`src/rtl/csr_spi_slave_pkg.sv`:
```
// Shared constants for the SPI control/status register file: address map,
// command-byte layout, status word fields and the transaction FSM encoding.
package csr_spi_slave_pkg;

  localparam int         NUM_REGS_DEF    = 16;
  localparam logic [6:0] STATUS_ADDR_DEF = 7'h7F;

  localparam logic [6:0] CSR_CTRL    = 7'h00;
  localparam logic [6:0] CSR_VCOM    = 7'h01;
  localparam logic [6:0] CSR_PWR_SEQ = 7'h02;
  localparam logic [6:0] CSR_TIMING  = 7'h03;

  // Command byte: bit 7 selects write, bits 6:0 hold the start address.
  localparam int CMD_WR_BIT = 7;

  localparam int STAT_POK_BIT        = 7;
  localparam int STAT_CALIB_DONE_BIT = 6;
  localparam int STAT_ERROR_BIT      = 5;

  typedef enum logic [1:0] {
    ST_IDLE = 2'd0,
    ST_CMD  = 2'd1,
    ST_DATA = 2'd2
  } spi_state_e;

endpackage

```
`src/rtl/csr_spi_slave_if.sv`:
```
// SPI pin bundle between host (master) and the register file (slave).
// Lines are already synchronised to clk; there is no handshake beyond cs/sck.
interface csr_spi_slave_if;
  logic spi_cs;
  logic spi_sck;
  logic spi_mosi;
  logic spi_miso;

  modport master (output spi_cs, output spi_sck, output spi_mosi, input spi_miso);
  modport slave  (input spi_cs, input spi_sck, input spi_mosi, output spi_miso);
endinterface

```
`src/rtl/csr_spi_slave_edge_shift.sv`:
```
// SPI mode-0 bit engine: SCK edge detect, 3-bit counter, receive/transmit
// shift registers and the registered MISO output.
module csr_spi_slave_edge_shift (
  input  logic       clk,
  input  logic       rst,
  input  logic       cs_i,
  input  logic       sck_i,
  input  logic       mosi_i,
  input  logic       clr_cnt_i,
  input  logic       shift_en_i,
  input  logic       tx_load_i,
  input  logic [7:0] tx_data_i,
  output logic       byte_done_o,
  output logic [7:0] rx_byte_o,
  output logic       miso_o
);

  logic       sck_q;
  logic [2:0] cnt_q;
  logic [7:0] rx_q;
  logic [7:0] tx_q;
  logic       miso_q;
  logic       rise;
  logic       fall;

  assign rise = sck_i & ~sck_q & ~cs_i;
  assign fall = ~sck_i & sck_q & ~cs_i;

  assign byte_done_o = rise & (cnt_q == 3'd7);
  assign rx_byte_o   = {rx_q[6:0], mosi_i};
  assign miso_o      = miso_q;

  always_ff @(posedge clk) begin
    if (rst) begin
      sck_q  <= 1'b0;
      cnt_q  <= 3'd0;
      rx_q   <= 8'h00;
      tx_q   <= 8'h00;
      miso_q <= 1'b0;
    end else begin
      sck_q <= sck_i;
      if (clr_cnt_i) begin
        cnt_q <= 3'd0;
      end else if (rise) begin
        cnt_q <= cnt_q + 3'd1;
      end
      if (rise) begin
        rx_q <= {rx_q[6:0], mosi_i};
      end
      // The host samples on rise, so the next bit is presented on the fall before it.
      if (tx_load_i) begin
        tx_q <= tx_data_i;
      end else if (fall && shift_en_i) begin
        tx_q <= {tx_q[6:0], 1'b0};
      end
      if (cs_i || !shift_en_i) begin
        miso_q <= 1'b0;
      end else if (fall) begin
        miso_q <= tx_q[7];
      end
    end
  end

endmodule

```
`src/rtl/csr_spi_slave.sv`:
```
// SPI slave register file: decodes a command byte, then streams data bytes
// with auto-increment, committing writes to an 8-bit register bank.
module csr_spi_slave
  import csr_spi_slave_pkg::*;
#(
  parameter int         NUM_REGS    = NUM_REGS_DEF,
  parameter logic [6:0] STATUS_ADDR = STATUS_ADDR_DEF
) (
  input  logic                  clk,
  input  logic                  rst,
  csr_spi_slave_if.slave        spi,
  input  logic [7:0]            status_in,
  output logic [NUM_REGS*8-1:0] csr_regs,
  output logic                  csr_wr_strobe,
  output logic [6:0]            csr_wr_addr,
  output logic [7:0]            csr_wr_data,
  output spi_state_e            dbg_state_o
);

  localparam int IDX_W = (NUM_REGS > 1) ? $clog2(NUM_REGS) : 1;

  // Write notification: csr_wr_strobe is a one-cycle valid with no ready;
  // csr_wr_addr/csr_wr_data are meaningful only while it is high.

  spi_state_e state_q, state_d;
  logic       cs_q;
  logic       wr_q;
  logic [6:0] addr_q;
  logic [7:0] regs_q [NUM_REGS];
  logic       strobe_q;
  logic [6:0] wr_addr_q;
  logic [7:0] wr_data_q;

  logic       byte_done;
  logic [7:0] rx_byte;
  logic       miso;
  logic       cs_fall;
  logic       cmd_done;
  logic       data_done;
  logic       wr_commit;
  logic [6:0] rd_addr;
  logic [7:0] rd_val;

  function automatic logic in_bank(input logic [6:0] a);
    return 32'(a) < NUM_REGS;
  endfunction

  // cs_q resets low so a transaction cut by reset is ignored until cs rises.
  assign cs_fall   = ~spi.spi_cs & cs_q;
  assign cmd_done  = byte_done && (state_q == ST_CMD);
  assign data_done = byte_done && (state_q == ST_DATA);
  assign wr_commit = data_done && wr_q && in_bank(addr_q) && (addr_q != STATUS_ADDR);
  assign rd_addr   = cmd_done ? rx_byte[6:0] : addr_q + 7'd1;

  always_comb begin
    rd_val = 8'h00;
    if (rd_addr == STATUS_ADDR) begin
      rd_val = status_in;
    end else if (in_bank(rd_addr)) begin
      rd_val = regs_q[rd_addr[IDX_W-1:0]];
    end
  end

  always_comb begin
    state_d = state_q;
    if (spi.spi_cs) begin
      state_d = ST_IDLE;
    end else begin
      case (state_q)
        ST_IDLE: if (cs_fall) state_d = ST_CMD;
        ST_CMD:  if (byte_done) state_d = ST_DATA;
        ST_DATA: state_d = ST_DATA;
        default: state_d = ST_IDLE;
      endcase
    end
  end

  always_ff @(posedge clk) begin
    if (rst) begin
      state_q   <= ST_IDLE;
      cs_q      <= 1'b0;
      wr_q      <= 1'b0;
      addr_q    <= 7'd0;
      strobe_q  <= 1'b0;
      wr_addr_q <= 7'd0;
      wr_data_q <= 8'h00;
      for (int i = 0; i < NUM_REGS; i++) begin
        regs_q[i] <= 8'h00;
      end
    end else begin
      state_q  <= state_d;
      cs_q     <= spi.spi_cs;
      strobe_q <= wr_commit;
      if (cmd_done) begin
        wr_q   <= rx_byte[CMD_WR_BIT];
        addr_q <= rx_byte[6:0];
      end else if (data_done) begin
        addr_q <= addr_q + 7'd1;
      end
      if (wr_commit) begin
        regs_q[addr_q[IDX_W-1:0]] <= rx_byte;
        wr_addr_q                 <= addr_q;
        wr_data_q                 <= rx_byte;
      end
    end
  end

  csr_spi_slave_edge_shift u_edge_shift (
    .clk        (clk),
    .rst        (rst),
    .cs_i       (spi.spi_cs),
    .sck_i      (spi.spi_sck),
    .mosi_i     (spi.spi_mosi),
    .clr_cnt_i  (state_q == ST_IDLE),
    .shift_en_i (state_q == ST_DATA),
    .tx_load_i  (cmd_done | data_done),
    .tx_data_i  (rd_val),
    .byte_done_o(byte_done),
    .rx_byte_o  (rx_byte),
    .miso_o     (miso)
  );

  assign spi.spi_miso = miso;

  for (genvar g = 0; g < NUM_REGS; g++) begin : g_flat
    assign csr_regs[8*g +: 8] = regs_q[g];
  end

  assign csr_wr_strobe = strobe_q;
  assign csr_wr_addr   = wr_addr_q;
  assign csr_wr_data   = wr_data_q;
  assign dbg_state_o   = state_q;

endmodule

```
`src/flat_wrapper.sv`:
```
// flat-port wrapper written by rule: the top's interface ports become plain ports
module csr_spi_slave_flat import csr_spi_slave_pkg::*;
#(
  parameter int         NUM_REGS    = NUM_REGS_DEF,
  parameter logic [6:0] STATUS_ADDR = STATUS_ADDR_DEF
)
  (clk, rst, status_in, csr_regs, csr_wr_strobe, csr_wr_addr, csr_wr_data, dbg_state_o, spi_spi_cs, spi_spi_sck, spi_spi_mosi, spi_spi_miso);
  csr_spi_slave_if spi_i ();
  input  logic clk;
  input  logic rst;
  input  logic [7:0] status_in;
  output logic [NUM_REGS*8-1:0] csr_regs;
  output logic csr_wr_strobe;
  output logic [6:0] csr_wr_addr;
  output logic [7:0] csr_wr_data;
  output spi_state_e dbg_state_o;
  input wire logic [$bits(spi_i.spi_cs)-1:0] spi_spi_cs;
  input wire logic [$bits(spi_i.spi_sck)-1:0] spi_spi_sck;
  input wire logic [$bits(spi_i.spi_mosi)-1:0] spi_spi_mosi;
  output wire logic [$bits(spi_i.spi_miso)-1:0] spi_spi_miso;
  assign spi_i.spi_cs = spi_spi_cs;
  assign spi_i.spi_sck = spi_spi_sck;
  assign spi_i.spi_mosi = spi_spi_mosi;
  assign spi_spi_miso = spi_i.spi_miso;
  csr_spi_slave #(.NUM_REGS(NUM_REGS), .STATUS_ADDR(STATUS_ADDR)) u_core (.clk(clk), .rst(rst), .spi(spi_i), .status_in(status_in), .csr_regs(csr_regs), .csr_wr_strobe(csr_wr_strobe), .csr_wr_addr(csr_wr_addr), .csr_wr_data(csr_wr_data), .dbg_state_o(dbg_state_o));
endmodule
```
`config.mk`:
```
export PLATFORM = sky130hd
export DESIGN_NAME = csr_spi_slave_flat
export DESIGN_NICKNAME = d
export VERILOG_FILES = /design/src/rtl/csr_spi_slave_pkg.sv /design/src/rtl/csr_spi_slave_if.sv /design/src/rtl/csr_spi_slave_edge_shift.sv /design/src/rtl/csr_spi_slave.sv /design/src/flat_wrapper.sv
export SDC_FILE = /design/constraint.sdc
export NUM_CORES = 1
export LEC_CHECK = 0
export BUFFER_PORTS_ARGS = -buffer_cell sky130_fd_sc_hd__buf_2
export CORE_MARGIN = 5
export CORE_UTILIZATION = 32
export CTS_CLUSTER_DIAMETER = 80
export DETAILED_ROUTE_END_ITERATION = 16
export PLACE_DENSITY = 0.53
export SLEW_MARGIN = 15
export SYNTH_ARGS = -nofsm -noshare
export SYNTH_HDL_FRONTEND = slang
export SYNTH_SLANG_ARGS = --single-unit
```
`constraint.sdc`:
```
create_clock -name clk -period 2.9 [get_ports clk]
set_input_delay 0.29 -clock clk [delete_from_list [all_inputs] [get_ports clk]]
set_output_delay 0.29 -clock clk [all_outputs]
set_load 0.03 [all_outputs]
```
; ---- After elaboration in Yosys (flattened, before gate mapping)
; Memory sizes are Yosys's and may differ from the RTL's.
; Index checks and enable logic that the tools add are counted.
[op_classes]
bitwise = 10
addsub = 2
magnitude_cmp = 2
muxes = 18
eq_ne = 7
n_reduce_logical = 16
[op_table]
columns = operator, count
row1 = 2-to-1 mux 8 bit, 5
row2 = 2-to-1 mux 7 bit, 3
row3 = "< comparator 7 x 5 -> 1 bit, second input constant", 2
row4 = OR reduction 8 bit, 1
row5 = "adder 7 x 1 -> 7 bit, second input constant", 1
row6 = "== test 7 bit, second input constant", 1
row7 = "!= test 7 bit, second input constant", 1
row8 = AND 1 bit, 6
row9 = logical AND 1 bit, 6
row10 = 2-to-1 mux 1 bit, 6
row11 = one-hot mux 2 bit (3 select lines), 1
row12 = OR reduction 2 bit, 3
row13 = 2-to-1 mux 2 bit, 2
row14 = 2-to-1 mux 4 bit, 1
row15 = "!= test 2 x 1 -> 1 bit, second input constant", 2
row16 = nonzero test 2 bit, 2
row17 = "adder 3 x 1 -> 3 bit, second input constant", 1
row18 = "== test 3 bit, second input constant", 1
row19 = inverter 1 bit, 3
row20 = "== test 2 x 1 -> 1 bit, second input constant", 1
row21 = "== test 2 bit, second input constant", 1
row22 = zero test 2 bit, 1
row23 = AND reduction 2 bit, 1
row24 = zero test 1 bit, 1
row25 = other kinds (2), 2
[totals]
word_cells = 68
regBits = 47
mem_bits_rw = 128
output_inout_bits = 147
n_memories = 1
inputBits = 13
[mem_list]
columns = name, depth, word_bits, read_ports, rd_clocked_by_memory_dff, wr, line_no
row1 = u_core.regs_q, 16, 8, 17, 0, 16, csr_spi_slave.sv:29  ; logic [7:0] regs_q [NUM_REGS];

; ---- Longest topological paths before layout
; Gate-level depths: netlist of the first run.
[depth]
word_depth = 13
depth_mapped = 12
mapped_depth_nobuf = 9

; ---- Cells and area by module
; From an unflattened synthesis of the first run, not the netlist that was laid out.
[unflattened]
hier_cells = 688
hier_area_um2 = 8469.4
[by_module_without_submodules]
columns = module, cells_per_inst, area_each_um2, instances, seq_area_each_um2
row1 = csr_spi_slave, 601, 7537.2, 1, 4384.2
row2 = csr_spi_slave_edge_shift, 87, 932.1, 1, 400.4

; ---- Worst setup path before layout of the first run
; OpenSTA, ideal clock, no wires.
[synth_path]
path_type = register to register
start = register u_core.state_q[1], in the netlist u_core.dbg_state_o[1]
end = register u_core.u_edge_shift.tx_q[6]
path_stages_with_launch = 11
setup_ns = 0.136
path_slack_ns = 0.151
required_ns = 2.764
t_arrival_ns = 2.614
synth_period_minus_slack_ns = 2.749
path_cell_list = dfxtp_1 > inv_1 > ha_1 > buf_2 > and2_1 > and2_1 > buf_2 > nor2_4 > mux4_2 > a2111oi_2 > o32ai_1
[synth_between]
elab_chain_cells = 7
word_cells_on_any_way = 14
classes_between = 1 x order compare / 3 x eq/ne / 4 x mux / 1 x bitwise / 4 x reduce/logical / 1 x memory
[synth_rtl]
columns = element, line_no
row1 = from (decl), csr_spi_slave.sv:25  ; spi_state_e state_q, state_d;
row2 = from (signal assigned), csr_spi_slave.sv:91  ; state_q <= state_d;
row3 = == test 2 x 1 -> 1 bit, csr_spi_slave.sv:50  ; assign cmd_done = byte_done && (state_q == ST_CMD);
row4 = logical AND 1 bit, csr_spi_slave.sv:50
row5 = 2-to-1 mux 7 bit, csr_spi_slave.sv:53  ; assign rd_addr = cmd_done ? rx_byte[6:0] : addr_q + 7'd1;
row6 = < comparator 7 x 5 -> 1 bit / memory (16 x 8 bit) (equally long branches), -
row7 = 2-to-1 mux 8 bit, csr_spi_slave.sv:59  ; end else if (in_bank(rd_addr)) begin
row8 = 2-to-1 mux 8 bit, csr_spi_slave.sv:57  ; if (rd_addr == STATUS_ADDR) begin
row9 = 2-to-1 mux 8 bit, csr_spi_slave_edge_shift.sv:51  ; if (tx_load_i) begin
row10 = to (signal assigned), csr_spi_slave_edge_shift.sv:52  ; tx_q <= tx_data_i;
row11 = to (signal assigned), csr_spi_slave_edge_shift.sv:54  ; tx_q <= {tx_q[6:0], 1'b0};
row12 = to (decl), csr_spi_slave_edge_shift.sv:21  ; logic [7:0] tx_q;
; Several ways; a longest one is shown, not always the timed one.
; A chain may end at the register's enable or synchronous reset.

; ---- Final worst setup path of the first run
[layout_path]
start = register u_core.u_edge_shift.cnt_q[0]
end = register u_core.u_edge_shift.tx_q[7]
[layout_between]
elab_chain_cells = 8
word_cells_on_any_way = 13
classes_between = 1 x order compare / 2 x eq/ne / 4 x mux / 2 x bitwise / 3 x reduce/logical / 1 x memory
[layout_rtl]
columns = element, line_no
row1 = from (decl), csr_spi_slave_edge_shift.sv:19  ; logic [2:0] cnt_q;
row2 = from (signal assigned), csr_spi_slave_edge_shift.sv:45  ; cnt_q <= cnt_q + 3'd1;
row3 = == test 3 bit (*), csr_spi_slave_edge_shift.sv:29  ; assign byte_done_o = rise & (cnt_q == 3'd7);
row4 = AND 1 bit (*), csr_spi_slave_edge_shift.sv:29
row5 = logical AND 1 bit, csr_spi_slave.sv:50
row6 = 2-to-1 mux 7 bit, csr_spi_slave.sv:53
row7 = < comparator 7 x 5 -> 1 bit / memory (16 x 8 bit) (equally long branches), -
row8 = 2-to-1 mux 8 bit, csr_spi_slave.sv:59
row9 = 2-to-1 mux 8 bit, csr_spi_slave.sv:57
row10 = 2-to-1 mux 8 bit, csr_spi_slave_edge_shift.sv:51
; Mark *: on every way between the ends. The rest lies on a longest branch, timed or not.

==> results of run 1 <==
per-layer routing:
layer | track usage | vias up
met2 | 0.320 | 309
li1 | - | 3160
met3 | 0.0410 | 45
met1 | 0.269 | 3358
met5 | 0 | -
met4 | 0.0688 | 0
cell type report:
type	count	area [µm²]	share of cell area
flip-flops and latches	175	4780	0.452
multi-input cells	534	3470	0.327
repair buffers	221	1290	0.121
clock buffers	18	429	0.0405
well taps	335	419	0.0396
clock inverters	14	173	0.0163
inverters	9	33.8	0.00319
registers in the layout, summed over array words and instances, names as in the netlist:
signal	count
u_core.u_edge_shift.cnt_q	3
u_core.csr_wr_addr	7
u_core.csr_wr_strobe	1
u_core.addr_q	7
u_core.regs_q	128
u_core.u_edge_shift.tx_q	8
u_core.u_edge_shift.miso_o	1
u_core.dbg_state_o	2
u_core.u_edge_shift.sck_q	1
u_core.wr_q	1
u_core.csr_wr_data	8
u_core.u_edge_shift.rx_q	7
u_core.cs_q	1
synthesized netlist by cell type, types with 5 or more instances:
master                      number  area (µm²)
sky130_fd_sc_hd__and2_1        115         719
sky130_fd_sc_hd__or2_1          15        93.8
sky130_fd_sc_hd__clkbuf_1       36         135
sky130_fd_sc_hd__o21ai_0        20         100
sky130_fd_sc_hd__dfxtp_1        47         941
sky130_fd_sc_hd__ha_1            9         113
sky130_fd_sc_hd__nor3_1         24         120
sky130_fd_sc_hd__o22ai_1         5        31.3
sky130_fd_sc_hd__inv_1           9        33.8
sky130_fd_sc_hd__nand2_1        72         270
sky130_fd_sc_hd__and3_1         14        87.6
sky130_fd_sc_hd__mux2_1          6        67.6
sky130_fd_sc_hd__buf_2          13        65.1
sky130_fd_sc_hd__mux2i_1        27         270
sky130_fd_sc_hd__nor2_1         47         176
sky130_fd_sc_hd__buf_6           5        56.3
sky130_fd_sc_hd__edfxtp_1      128        3840
sky130_fd_sc_hd__a21oi_1        23         115
sky130_fd_sc_hd__a31oi_1        15        93.8
sky130_fd_sc_hd__a311o_1         6        60.1
sky130_fd_sc_hd__a211oi_1       18         135
sky130_fd_sc_hd__o2111ai_1       5        43.8
sky130_fd_sc_hd__nand3_1        29         145
power groups by stage:
| stage | combinational, mW | sequential (mW) | clock [mW] |
|---|---|---|---|
| 2_1_floorplan | 0.100 | 3.07 | 0 |
| 3_3_place_gp | 0.461 | 2.91 | 0 |
| 3_5_place_dp | 0.462 | 2.91 | 0 |
| 4_1_cts | 0.463 | 2.85 | 2.42 |
| 5_1_grt | 0.487 | 2.86 | 2.51 |
| 6_report | 0.463 | 2.85 | 2.38 |
critical path, delay by kind of cell, from the launching register on:
| kind | cells | cell delay (ns) |
|---|---|---|
| buffers and inverters | 2 | 0.38 |
| and+or+nand+nor | 2 | 0.42 |
| AOI/OAI and AO/OA | 4 | 0.86 |
| adders and majority gates | 2 | 0.39 |
| muxes | 1 | 0.36 |
| DFF | 1 | 0.33 |
cells by family after synthesis:
logic type / count (synthesis) / share of synthesized area
AO/OA/AOI/OAI: 126 / 0.104
XOR/XNOR: 6 / 0.00620
adder cells (fa/ha/maj): 9 / 0.0133
buffers and inverters: 66 / 0.0366
flip-flops: 175 / 0.564
multiplexers: 37 / 0.0491
AND/OR/NAND/NOR: 356 / 0.227
placed cells by master (no fill, tap or decap), drive strengths merged, types with 4 or more instances in the layout:
| cell | netlist | final |
|---|---|---|
| a211oi | 18 | 18 |
| a21o | 4 | 4 |
| a21oi | 25 | 25 |
| a311o | 6 | 6 |
| a31oi | 16 | 16 |
| and2 | 115 | 115 |
| and3 | 14 | 14 |
| buf | 20 | 221 |
| clkbuf | 37 | 18 |
| clkinv | 0 | 5 |
| dfxtp | 47 | 47 |
| edfxtp | 128 | 128 |
| ha | 9 | 9 |
| inv | 9 | 15 |
| mux2 | 7 | 7 |
| mux2i | 27 | 27 |
| nand2 | 75 | 75 |
| nand2b | 4 | 4 |
| nand3 | 29 | 29 |
| nor2 | 51 | 51 |
| nor3 | 28 | 28 |
| nor3b | 4 | 4 |
| nor4 | 4 | 4 |
| o2111ai | 5 | 5 |
| o211ai | 4 | 4 |
| o21a | 4 | 4 |
| o21ai | 24 | 24 |
| o22ai | 5 | 5 |
| or2 | 16 | 16 |
| xnor2 | 4 | 4 |
metrics by stage:
| step | cell area (µm²) | util |
|---|---|---|
| 2_1_floorplan | 8480 | - |
| 3_3_place_gp | 9910 | 0.380 |
| 3_5_place_dp | 9910 | 0.380 |
| 4_1_cts | 10500 | 0.404 |
| 5_1_grt | 10600 | 0.406 |
| 6_report | 10600 | 0.406 |
how the worst min path moves through the flow:
stage,start,endpoint,slack (ns),cells after the start
6_report,rst,u_core.csr_wr_strobe,0.12,2
5_1_grt,rst,u_core.csr_wr_strobe,0.12,2
4_1_cts,rst,u_core.csr_wr_strobe,0.11,2
3_5_place_dp,u_core.wr_q,u_core.wr_q,0.45,2
3_3_place_gp,u_core.wr_q,u_core.wr_q,0.44,2
2_1_floorplan,spi_spi_sck,u_core.u_edge_shift.sck_q,0.42,1
what timing repair did:
action,CTS,global route
hold buffers,0,0
setup endpoints to repair,1,7
hold endpoints to repair,0,0
resized for setup,1,13
pin swaps,0,2
==> results.py, run 1 <==
metrics = {
    "pwr": {
        "clock_network_fraction_of_total_power": 0.417,
        "report.power.total_mw": 5.69,
        "power.leakage_nw": 4.25,
        "power.density_cell_area_mw_per_mm2": 538,
        "internal_power_mw": 4.19,
        "power.share.switching": 0.264,
        "switchingPower_mw": 1.50,
        "power.share.sequential": 0.501,
        "comb_power_share": 0.081,
        "vdd.ir_drop.worst_v": 0.000367,
    },
    "worst_setup_path": {
        "reg2reg_setup_slack_ns": 0.10,
        "worst_r2r_startpoint": "u_core.u_edge_shift.cnt_q[0]",
        "worstPathArrival_ns": 3.18,
        "r2r.worst_path.cells": 11,
        "start_kind": "flip-flop",
        "worst_ep_required_time_ns": 3.28,
        "timing.critical_path.from": "u_core.u_edge_shift.cnt_q[0]",
        "critical_path.cell_chain": "ha_1, ha_1, and4bb_2, buf_4, nand2_4, mux2_1, buf_4, a31oi_1, o2111ai_2, a31oi_4, o21a_1",
        "setup.worst_path.class": "flip-flop to flip-flop",
        "critPathCapture": "u_core.u_edge_shift.tx_q[7]",
        "worst-path-max-fanout": 11,
        "max_stage_delay_ns": 0.36,
        "critPathCaptureType": "flip-flop",
        "critPathSlowestCell": "sky130_fd_sc_hd__mux2_1",
        "regToRegEndpoint": "u_core.u_edge_shift.tx_q[7]",
    },
    "grt": {
        "first_global_vias": 7001,
        "antenna_found_initial": 0,
        "grt_total_ovfl": 0,
        "largest_net_degree_at_the_start_of_global_routing": 64,
        "grtUsageTotal": 0.199,
        "grt_pass1_wl_um": 45300,
    },
    "synthesis": {
        "ys.flop_type": "sky130_fd_sc_hd__edfxtp_1",
        "synthesized_netlist_net_count": 797,
        "ys_seq_elements": 175,
        "yosys_warnings": 0,
        "syn_area_mm2": 0.00848,
        "synthDistinctLibCells": 66,
        "ys_seq_area_frac": 0.564,
        "async_reset_ff_frac": 0,
        "synthesis.area_per_instance_um2": 10.9,
        "netlist_instances": 775,
        "synth_enable_flop_cells": 128,
    },
    "sta": {
        "timing.final.setup_violations": 0,
        "final.min_clock_period_ns": 2.80,
        "timing.hold.ws_ns": 0.122,
        "drv_slew": 0,
        "final_min_period_over_clock_period": 0.965,
        "achievable-frequency_mhz": 357,
        "slew-limit-headroom": 0.338,
        "final_critical_path_setup_slack_ns": 0.101,
        "tightest_slew_ns": 0.992,
        "totalNegativeSetupSlack_ns": 0,
        "finalClockSkew_ns": 0.0210,
        "hold_viol": 0,
    },
    "cts": {
        "cts_inserted_buffers": 17,
        "cts_root_buf": "sky130_fd_sc_hd__clkbuf_16",
        "maximum_clock_insertion_buffer_count": 2,
        "tritoncts": "built",
        "clk_latency_ns": 0.44,
        "clkSinkCount": 175,
        "cts.clk_slew.worst_paths_ns": 0.07,
        "cts_setup_buffers": 0,
        "cts_max_level": 4,
    },
    "route": {
        "vias_per_cell": 5.26,
        "highest_layer_used_for_signal_routing": "met4",
        "met3_length_um": 2350,
        "drt_iter0_markers": 717,
        "wirelength_um": 30500,
        "drt_pass1_iterations": 5,
        "drt_antenna_net_count": 0,
        "post-route-drc-count": 0,
        "wire_length_on_met1_um": 13100,
        "detailroute.wirelength.met2_um": 14200,
        "wl_per_cell_um": 23.4,
        "num_vias": 6872,
    },
    "worst_hold_path": {
        "hold_path.class": "input pin to flip-flop",
    },
    "final_layout": {
        "layout.nets": 980,
        "total_of_fill_cells_in_the_finished_design": 2519,
        "ratio_of_cells_with_drive_above_1_in_the_final_layout": 0.295,
        "area_growth_syn_to_layout_pct": 24.9,
        "post_layout_nonfiller_instances": 1306,
        "n_antenna_cell": 0,
    },
    "die": {
        "design.die.area_mm2": 0.0298,
        "boundaryPins": 160,
        "floorplan.initialDensity": 0.325,
        "dieHeight_um": 173,
        "rows": 59,
        "floorplan.core_area_mm2": 0.0261,
        "die_width_um": 173,
    },
    "job": {
        "number_of_max_cap_violations": 0,
    },
    "placement": {
        "hpwlAfterDp_um": 22500,
        "dp_worst_setup_slack_ns": -0.0578,
        "port_buffers": 159,
        "place_inst": 1274,
        "gp_routability_congestion": 0.900,
    },
    "outcome": {
        "run_status": "completed",
    },
}
Note: power is estimated with default switching activity, not from simulation.
==> inputs of run 2 (changes only) <==
CTS_BUF_LIST = sky130_fd_sc_hd__clkbuf_4 sky130_fd_sc_hd__clkbuf_8   (was unset)
HOLD_SLACK_MARGIN = 0.12   (was unset)
clock period = 3.4 ns   (was 2.9 ns; I/O delays follow)
==> run 2 against run 1 <==
Clock skew fell by 0.0022 ns. Global-route usage rose by 0.37 points. First-iteration DRC count fell by 2.8%. Critical path depth fell by 2. Core utilization fell by 1.6 points. Total power fell by 24%. Via count rose by 0.83%. Critical path type unchanged.
==> results.py, run 2 (synthesized netlist as in run 1, its figures left out) <==
metrics = {
    "worst_setup_path": {
        "worstPathArrival_ns": 3.60,
        "critical_path.cell_chain": "inv_1, ha_1, inv_1, nor2_2, a31oi_2, a211oi_1, a221oi_1, a32o_1, a32o_1",
        "r2r.worst_path.cells": 9,
        "regToRegEndpoint": "u_core.u_edge_shift.tx_q[0]",
        "worst-path-max-fanout": 12,
        "start_kind": "flip-flop",
        "critPathSlowestCell": "sky130_fd_sc_hd__nor2_2",
        "reg2reg_setup_slack_ns": 0.19,
        "critPathCaptureType": "flip-flop",
        "worst_ep_required_time_ns": 3.79,
        "max_stage_delay_ns": 0.49,
        "setup.worst_path.class": "flip-flop to flip-flop",
        "worst_r2r_startpoint": "u_core.dbg_state_o[1]",
    },
    "die": {
        "boundaryPins": 160,
        "floorplan.core_area_mm2": 0.0261,
        "floorplan.initialDensity": 0.325,
        "rows": 59,
        "die_width_um": 173,
        "dieHeight_um": 173,
        "design.die.area_mm2": 0.0298,
    },
    "job": {
        "number_of_max_cap_violations": 0,
    },
    "final_layout": {
        "n_antenna_cell": 0,
        "regMostFlops": "u_core.regs_q",
        "area_growth_syn_to_layout_pct": 20.1,
        "post_layout_nonfiller_instances": 1288,
        "most-common-layout-cells": "159 x sky130_fd_sc_hd__buf_2, 128 x sky130_fd_sc_hd__edfxtp_1, 115 x sky130_fd_sc_hd__and2_1",
        "largest_register_ffs": 128,
        "ratio_of_cells_with_drive_above_1_in_the_final_layout": 0.271,
        "total_of_fill_cells_in_the_finished_design": 2600,
        "layout.cell_area.non_filler_mm2": 0.0102,
        "layout.cells.most_common": "sky130_fd_sc_hd__buf_2",
        "layout.nets": 962,
    },
    "grt": {
        "first_global_vias": 6981,
        "antenna_found_initial": 0,
        "grt_total_ovfl": 0,
        "largest_net_degree_at_the_start_of_global_routing": 64,
        "grtUsageTotal": 0.203,
        "grt_pass1_wl_um": 46300,
    },
    "sta": {
        "timing.final.setup_violations": 0,
        "totalNegativeSetupSlack_ns": 0,
        "final_critical_path_setup_slack_ns": 0.187,
        "hold_viol": 0,
        "tightest_slew_ns": 1.11,
        "finalClockSkew_ns": 0.0188,
        "slew-limit-headroom": 0.259,
        "final.min_clock_period_ns": 3.21,
        "achievable-frequency_mhz": 311,
        "final_min_period_over_clock_period": 0.945,
        "grt_setup_unrepaired": "no",
        "drv_slew": 0,
    },
    "cts": {
        "clk_latency_ns": 0.48,
        "cts.clk_slew.worst_paths_ns": 0.11,
        "cts_max_level": 4,
        "tritoncts": "built",
        "cts_root_buf": "sky130_fd_sc_hd__clkbuf_8",
        "cts_setup_buffers": 0,
        "cts_inserted_buffers": 17,
        "holdBufCountCts": 1,
        "cts_repair_resize_count": 0,
        "maximum_clock_insertion_buffer_count": 2,
        "clkSinkCount": 175,
    },
    "outcome": {
        "run_status": "completed",
    },
    "worst_hold_path": {
        "hold_path_startpoint": "spi_spi_sck",
        "hold_path_end": "u_core.u_edge_shift.sck_q",
        "min_delay_path_depth": 2,
        "hold_path.class": "input pin to flip-flop",
    },
    "route": {
        "wl_per_cell_um": 24.0,
        "highest_layer_used_for_signal_routing": "met4",
        "num_vias": 6929,
        "drt_antenna_net_count": 0,
        "drt_pass1_iterations": 5,
        "met3_length_um": 1910,
        "wirelength_um": 30900,
        "post-route-drc-count": 0,
        "vias_per_cell": 5.38,
        "wire_length_on_met1_um": 14100,
        "detailroute.wirelength.met2_um": 14400,
        "drt_iter0_markers": 697,
    },
    "placement": {
        "place_inst": 1255,
        "detailed_place.area_mm2": 0.00976,
        "dp_worst_setup_slack_ns": 0.276,
        "hpwlAfterDp_um": 22000,
        "port_buffers": 159,
        "gp_routability_congestion": 0.887,
    },
    "pwr": {
        "vdd.ir_drop.worst_v": 0.000187,
        "report.power.total_mw": 4.36,
        "power.density_cell_area_mw_per_mm2": 428,
        "power.leakage_nw": 4.05,
    },
}
## run 2: layout make-up
cell class	count	area [µm²]	area share
inverter	9	33.8	0.00332
tap	335	419	0.0412
clock buffer	18	241	0.0237
clock inverter	14	171	0.0168
sequential	175	4780	0.470
timing repair buffer	203	1140	0.112
multi-input combinational	534	3390	0.333
## run 2: stage by stage
step	util	hold slack, ns
2_1_floorplan	-	0.432
3_3_place_gp	0.374	0.453
3_5_place_dp	0.374	0.456
4_1_cts	0.391	0.125
5_1_grt	0.391	0.129
6_report	0.391	0.139
## run 2: worst max-delay path by stage
stage	startpoint	to	slack, ns	depth (start not counted)
6_report	u_core.dbg_state_o[1]	u_core.u_edge_shift.tx_q[0]	0.19	9
2_1_floorplan	u_core.dbg_state_o[1]	u_core.u_edge_shift.tx_q[6]	0.65	10
4_1_cts	u_core.u_edge_shift.cnt_q[0]	u_core.u_edge_shift.tx_q[0]	0.26	9
3_3_place_gp	u_core.u_edge_shift.cnt_q[0]	u_core.u_edge_shift.tx_q[0]	0.30	9
5_1_grt	u_core.u_edge_shift.cnt_q[0]	u_core.u_edge_shift.tx_q[0]	0.05	9
3_5_place_dp	u_core.dbg_state_o[1]	u_core.u_edge_shift.tx_q[0]	0.28	9
## run 2: critical path, delay by kind of cell (launching register included)
| kind | cells | cell delay [ns] |
|---|---|---|
| AND/OR/NAND/NOR | 1 | 0.49 |
| buffers and inverters | 2 | 0.36 |
| AO/OA/AOI/OAI | 5 | 1.51 |
| adder cells (fa/ha/maj) | 1 | 0.42 |
| flip-flops | 1 | 0.36 |
## run 2: per-layer routing
metal / up-vias / global-route usage
li1: 3120 / -
met1: 3445 / 0.287
met2: 330 / 0.323
met3: 34 / 0.0402
met4: 0 / 0.0449
met5: - / 0
## run 2: report_power, final
group / internal, mW / switching [mW]
logic: 0.0930 / 0.290
registers: 2.36 / 0.0706
clock network: 0.632 / 0.906
total: 3.09 / 1.27
